<file path="src/rtl/lsu_pkg.sv">
// lsu_pkg: shared types and constants for the load/store unit.
// Holds the FSM state encoding, RV32I func3 width codes, controller opcodes
// and the func3 legality helper used by lsu_mem_iface.
package lsu_pkg;

    typedef enum logic [1:0] {
        S_IDLE  = 2'd0,
        S_ISSUE = 2'd1,
        S_DONE  = 2'd2
    } lsu_state_t;

    localparam logic [2:0] F3_B  = 3'b000;
    localparam logic [2:0] F3_H  = 3'b001;
    localparam logic [2:0] F3_W  = 3'b010;
    localparam logic [2:0] F3_BU = 3'b100;
    localparam logic [2:0] F3_HU = 3'b101;

    localparam logic [6:0] OP_LOAD  = 7'b0000011;
    localparam logic [6:0] OP_STORE = 7'b0100011;

    // Stores only have signed-width codes; loads add the unsigned variants.
    function automatic logic f3_legal(input logic we, input logic [2:0] f3);
        return we ? (f3 == F3_B || f3 == F3_H || f3 == F3_W)
                  : (f3 == F3_B || f3 == F3_H || f3 == F3_W || f3 == F3_BU || f3 == F3_HU);
    endfunction

endpackage

</file>
<file path="src/rtl/lsu_align.sv">
// lsu_align: combinational byte-lane steering for the load/store unit.
// Ports: func3/addr_lo/we describe the access; wdata -> wstrb/wdata_rep are
// store strobes and lane-replicated data; rdata -> rdata_ext is the
// extracted and sign/zero-extended load result.
module lsu_align
    import lsu_pkg::*;
(
    input  logic        we,
    input  logic [2:0]  func3,
    input  logic [1:0]  addr_lo,
    input  logic [31:0] wdata,
    input  logic [31:0] rdata,
    output logic [3:0]  wstrb,
    output logic [31:0] wdata_rep,
    output logic [31:0] rdata_ext
);

    logic [7:0]  byte_sel;
    logic [15:0] half_sel;
    logic [31:0] rshift;

    always_comb begin
        wstrb = !we               ? 4'b0000 :
                func3[1:0] == 2'b00 ? 4'b0001 << addr_lo :
                func3[1:0] == 2'b01 ? 4'b0011 << {addr_lo[1], 1'b0} :
                                      4'b1111;
        wdata_rep = func3[1:0] == 2'b00 ? {4{wdata[7:0]}} :
                    func3[1:0] == 2'b01 ? {2{wdata[15:0]}} :
                                          wdata;
    end

    // Misaligned halves fall back to the lane chosen by addr[1].
    always_comb begin
        rshift    = rdata >> {addr_lo, 3'b000};
        byte_sel  = rshift[7:0];
        half_sel  = addr_lo[1] ? rdata[31:16] : rdata[15:0];
        rdata_ext = func3 == F3_B  ? {{24{byte_sel[7]}}, byte_sel} :
                    func3 == F3_BU ? {24'd0, byte_sel} :
                    func3 == F3_H  ? {{16{half_sel[15]}}, half_sel} :
                    func3 == F3_HU ? {16'd0, half_sel} :
                                     rdata;
    end

endmodule

</file>
<file path="src/rtl/lsu_mem_iface.sv">
// lsu_mem_iface: load/store unit between the multicycle controller and data memory.
// Ports: clk, reset (sync, active-low); req_* request from controller;
// busy/done/err/load_data back to controller; mem_* valid/ready memory port.
// Build option: define MISALIGN_TRAP_EN to trap misaligned halves/words
// with err instead of truncating the low address bits.
module lsu_mem_iface
    import lsu_pkg::*;
#(
    parameter int ADDR_W         = 32,
    parameter int TIMEOUT_CYCLES = 16
) (
    input  logic              clk,
    input  logic              reset,
    input  logic              req_valid,
    input  logic              req_we,
    input  logic [2:0]        req_func3,
    input  logic [ADDR_W-1:0] req_addr,
    input  logic [31:0]       req_wdata,
    output logic              busy,
    output logic              done,
    output logic              err,
    output logic [31:0]       load_data,
    output logic              mem_valid,
    output logic              mem_we,
    output logic [ADDR_W-1:0] mem_addr,
    output logic [3:0]        mem_wstrb,
    output logic [31:0]       mem_wdata,
    input  logic              mem_ready,
    input  logic [31:0]       mem_rdata
);

    localparam logic [7:0] TO_LAST = 8'(TIMEOUT_CYCLES - 1);

    lsu_state_t        state;
    logic [7:0]        cnt;
    logic              we_q;
    logic [2:0]        f3_q;
    logic [ADDR_W-1:0] addr_q;
    logic [31:0]       wdata_q;
    logic [3:0]        wstrb;
    logic [31:0]       wdata_rep;
    logic [31:0]       rdata_ext;
    logic              err_pre;

    lsu_align u_align (
        .we        (we_q),
        .func3     (f3_q),
        .addr_lo   (addr_q[1:0]),
        .wdata     (wdata_q),
        .rdata     (mem_rdata),
        .wstrb     (wstrb),
        .wdata_rep (wdata_rep),
        .rdata_ext (rdata_ext)
    );

`ifdef MISALIGN_TRAP_EN
    assign err_pre = !f3_legal(req_we, req_func3) ||
                     (req_func3[1:0] == 2'b01 && req_addr[0]) ||
                     (req_func3[1:0] == 2'b10 && req_addr[1:0] != 2'b00);
`else
    assign err_pre = !f3_legal(req_we, req_func3);
`endif

    assign busy      = state != S_IDLE;
    assign done      = state == S_DONE;
    assign mem_valid = state == S_ISSUE;
    assign mem_we    = mem_valid & we_q;
    assign mem_addr  = mem_valid ? {addr_q[ADDR_W-1:2], 2'b00} : '0;
    assign mem_wstrb = mem_valid ? wstrb : 4'd0;
    assign mem_wdata = mem_valid && we_q ? wdata_rep : 32'd0;

    always_ff @(posedge clk) begin
        if (!reset) begin
            state     <= S_IDLE;
            cnt       <= '0;
            we_q      <= 1'b0;
            f3_q      <= '0;
            addr_q    <= '0;
            wdata_q   <= '0;
            err       <= 1'b0;
            load_data <= '0;
        end else begin
            case (state)
                S_IDLE: if (req_valid) begin
                    we_q    <= req_we;
                    f3_q    <= req_func3;
                    addr_q  <= req_addr;
                    wdata_q <= req_wdata;
                    err     <= err_pre;
                    state   <= err_pre ? S_DONE : S_ISSUE;
                end
                S_ISSUE: if (mem_ready) begin
                    if (!we_q) load_data <= rdata_ext;
                    err   <= 1'b0;
                    cnt   <= '0;
                    state <= S_DONE;
                end else if (cnt == TO_LAST) begin
                    load_data <= '0;
                    err       <= 1'b1;
                    cnt       <= '0;
                    state     <= S_DONE;
                end else begin
                    cnt <= cnt + 8'd1;
                end
                S_DONE: begin
                    err   <= 1'b0;
                    state <= S_IDLE;
                end
                default: state <= S_IDLE;
            endcase
        end
    end

endmodule

</file>
<file path="config.mk">
export PLATFORM = sky130hd
export DESIGN_NAME = lsu_mem_iface
export DESIGN_NICKNAME = d
export VERILOG_FILES = /design/src/rtl/lsu_pkg.sv /design/src/rtl/lsu_align.sv /design/src/rtl/lsu_mem_iface.sv
export SDC_FILE = /design/constraint.sdc
export NUM_CORES = 1
export LEC_CHECK = 0
export BUFFER_PORTS_ARGS = -buffer_cell sky130_fd_sc_hd__buf_2
export CORE_UTILIZATION = 55
export CTS_BUF_LIST = sky130_fd_sc_hd__clkbuf_8
export DETAILED_ROUTE_END_ITERATION = 10
export GPL_TIMING_DRIVEN = 0
export PLACE_DENSITY = 0.88
export SLEW_MARGIN = 5
export SYNTH_ARGS = -nofsm -noshare
export SYNTH_HDL_FRONTEND = slang
export SYNTH_SLANG_ARGS = --single-unit
</file>
<file path="constraint.sdc">
create_clock -name clk -period 4.21 [get_ports clk]
set_input_delay 0.6315 -clock clk [delete_from_list [all_inputs] [get_ports clk]]
set_output_delay 0.6315 -clock clk [all_outputs]
set_load 0.005 [all_outputs]
</file>
==> impl_metrics.toml <==
[clock_tree]
post_cts_buffers = 0
ctsHtreeMaxLevel = 3
numCtsBuffers = 9
clk_latency_ns = 0.37
clk_pin_slew_ns = 0.11
cts.sinks = 111
ctsRootBufferMaster = "clkbuf_8"
cts_buffer_depth = 2
cts_hold_buf = 0
cts_resized = 0
cts_tree = "yes"

[critical_path]
cp-end-kind = "output port"
r2r_setup_slack_ns = 2.24
critPathKind = "flip-flop to output port"
worstPathRequired_ns = 3.58
start_kind = "flip-flop"
r2r-start = "cnt[0]"
r2r_end = "load_data[0]"
ff2ff_path_depth = 6
worstPathMaxFanout = 10
cp.arrival_ns = 2.32

[power]
power_density_nw_per_um2 = 325
p_leak_nw = 3.16
ir_worst_vdd_uv = 242

[synth]
synth_edf_count = 0
synthMuxAreaShare_pct = 6.86
synth-compound-area-share_pct = 24.0
synthCells = 699
synth-simple-area-share_pct = 22.4
yosysUniqueCellTypes = 41
yosysWarnings = 0
async_flop_share_pct = 0
synthXorXnorAreaFrac_pct = 0.782
synth_top_family_by_area = "compound AO/OA/AOI/OAI gates"
yosys.area_share.adder_pct = 1.12
ys.flop_type = "dfxtp_1"
syn_area_per_cell_um2 = 8.01
netlist_top_cells_count = "nand2_1, dfxtp_1, a21boi_0, nor2_1, clkbuf_1"
ys_ff_latch = 111
yosysSeqAreaShare_pct = 39.7
yosys.area.top_type = "dfxtp_1"
synth_area_um2 = 5600
yosys-top-cells-area = "dfxtp_1, nand2_1, a21boi_0, a22o_1, and2_1"
synth_top_area_share_pct = 39.7
yosysMostFrequentCell = "nand2_1"

[sta]
grt_setup_unrepaired = "false"
worst_pin_slew_ns = 0.607
setup_viol = 0
fin_skew_ns = 0.0126
setup_ws_ns = 1.25
relSlewSlack_pct = 59.1
maxClockFrequency_mhz = 338
hold_viol = 0
timing.final.crit_share_pct = 70.2
slew_violations = 0
fin_tns_setup_ns = 0
period_needed_ns = 2.96

[min_path]
holdCritPathClass = "flip-flop to flip-flop"
min_to = "addr_q[15]"
min_delay_path_depth = 2
hp-start = "addr_q[15]"

[grt]
grt_usage_pct = 30.0
top_usage_layer = "met2"
grt_pass1_wl_mm = 24.7
grtUsageMet3_pct = 7.53
first_global_vias = 5224
antenna_found_initial = 0
use_met2_pct = 52.1
grtUsageMet1_pct = 35.5
grt_start_max_net_pins = 19
grt-ovfl-total = 0

[routing]
vias_per_cell = 5.48
wl_per_cell_um = 15.1
vias = 5778
drt-total-wl_mm = 16.0
initialDrtViolationCount = 317
drcViolationCount = 0
final_antenna_net_count = 0
firstDrtPassIters = 5

[die]
die_area_um2 = 10600
coreArea_um2 = 9820
ioPinCount = 209
fp.dieW_um = 103
die_y_um = 103
start_util_pct = 57.0
rows = 36

[layout]
nets = 1026
area_delta_synth_final_pct = 24.9
postLayoutCellArea_um2 = 6990
drive_gt1_share_pct = 27.4
fin_util_pct = 71.2
diodes = 0

[place]
port_buffers = 206
hpwl_mm = 12.3
place.gp.congestion = 0.887
post_dp_cell_area_um2 = 6800
place_ws_ns = 1.66

[run_status]
status = "finished, final reports clean"

[flow_run]
drv_cap = 0
[metrics by stage]
step | hold WS, ns | power (mW) | instances
2_1_floorplan | 0.439 | 1.49 | 700
3_3_place_gp | 0.442 | 1.66 | 1039
3_5_place_dp | 0.447 | 1.67 | 1039
4_1_cts | 0.466 | 2.27 | 1055
5_1_grt | 0.477 | 2.38 | 1055
6_report | 0.463 | 2.27 | 1055
[worst max-delay path, cell delays in order (launching register included)]
cell and delay (ns):
dfxtp_1 0.36, inv_1 0.08, ha_1 0.25, buf_2 0.21
nand2_1 0.10, clkbuf_1 0.36, buf_1 0.36, nor2_1 0.09
buf_2 0.14
[power by group]
part           total [mW]  internal [mW]  switching (mW)  leakage, nW
registers            1.16           1.12          0.0448        0.906
clock network       0.621          0.253           0.368       0.0999
logic               0.491          0.199           0.292         2.16
[layer usage]
metal  vias up  part of all wire [%]
li1       2811                     -
met2       309                    48
met1      2618                    40
met3        40                   9.6
met4         0                   2.4
met5         -                     0
[flip-flops by register name (all words and copies together), names as in the netlist]
signal / flops
load_data: 32
cnt: 8
we_q: 1
wdata_q: 32
f3_q: 3
state: 2
addr_q: 32
err: 1
[cell usage in the layout (no fill, tap or decap), types with 6 or more instances in the layout]
cell type | netlist | routed
a21boi_0 | 69 | 69
a22o_1 | 23 | 23
dfxtp_1 | 111 | 111
mux2i_1 | 19 | 19
and2_1 | 32 | 32
nor2_1 | 50 | 50
o21ai_0 | 29 | 29
buf_2 | 16 | 222
a2bb2oi_1 | 7 | 7
o22ai_1 | 16 | 16
mux4_2 | 7 | 7
a21o_1 | 9 | 9
a21oi_1 | 23 | 23
clkbuf_8 | 0 | 11
and3_1 | 9 | 9
clkbuf_1 | 35 | 35
buf_1 | 8 | 8
o2bb2ai_1 | 7 | 7
nand2_1 | 180 | 180
inv_1 | 6 | 6
[logic make-up after synthesis]
logic type / count (synthesis)
AO/OA/AOI/OAI: 191
multiplexers: 29
XOR/XNOR: 5
buffers and inverters: 68
flip-flops: 111
AND/OR/NAND/NOR: 289
other: 1
adder cells (fa/ha/maj): 5
[how the worst max path moves through the flow]
stage          startpoint       endpoint  slack (ns)  cells after the start
2_1_floorplan    state[1]  mem_wdata[22]        2.05                      7
3_3_place_gp     state[1]  mem_wdata[24]        1.67                      8
3_5_place_dp     state[1]  mem_wdata[24]        1.66                      8
4_1_cts          state[1]  mem_wdata[24]        1.25                      8
5_1_grt          state[1]  mem_wdata[30]        1.02                      8
6_report         state[1]  mem_wdata[24]        1.25                      8
[area by class of cell]
class	instances	area (um2)
plain buffers	62	264
well taps	133	166
inverters	6	22.5
clock inverters	5	40.0
multi-input cells	521	3100
repair buffers	206	1030
flip-flops and latches	111	2220
clock buffers	11	151
fillers	858	2830
Note: power is estimated with default switching activity, not from simulation.
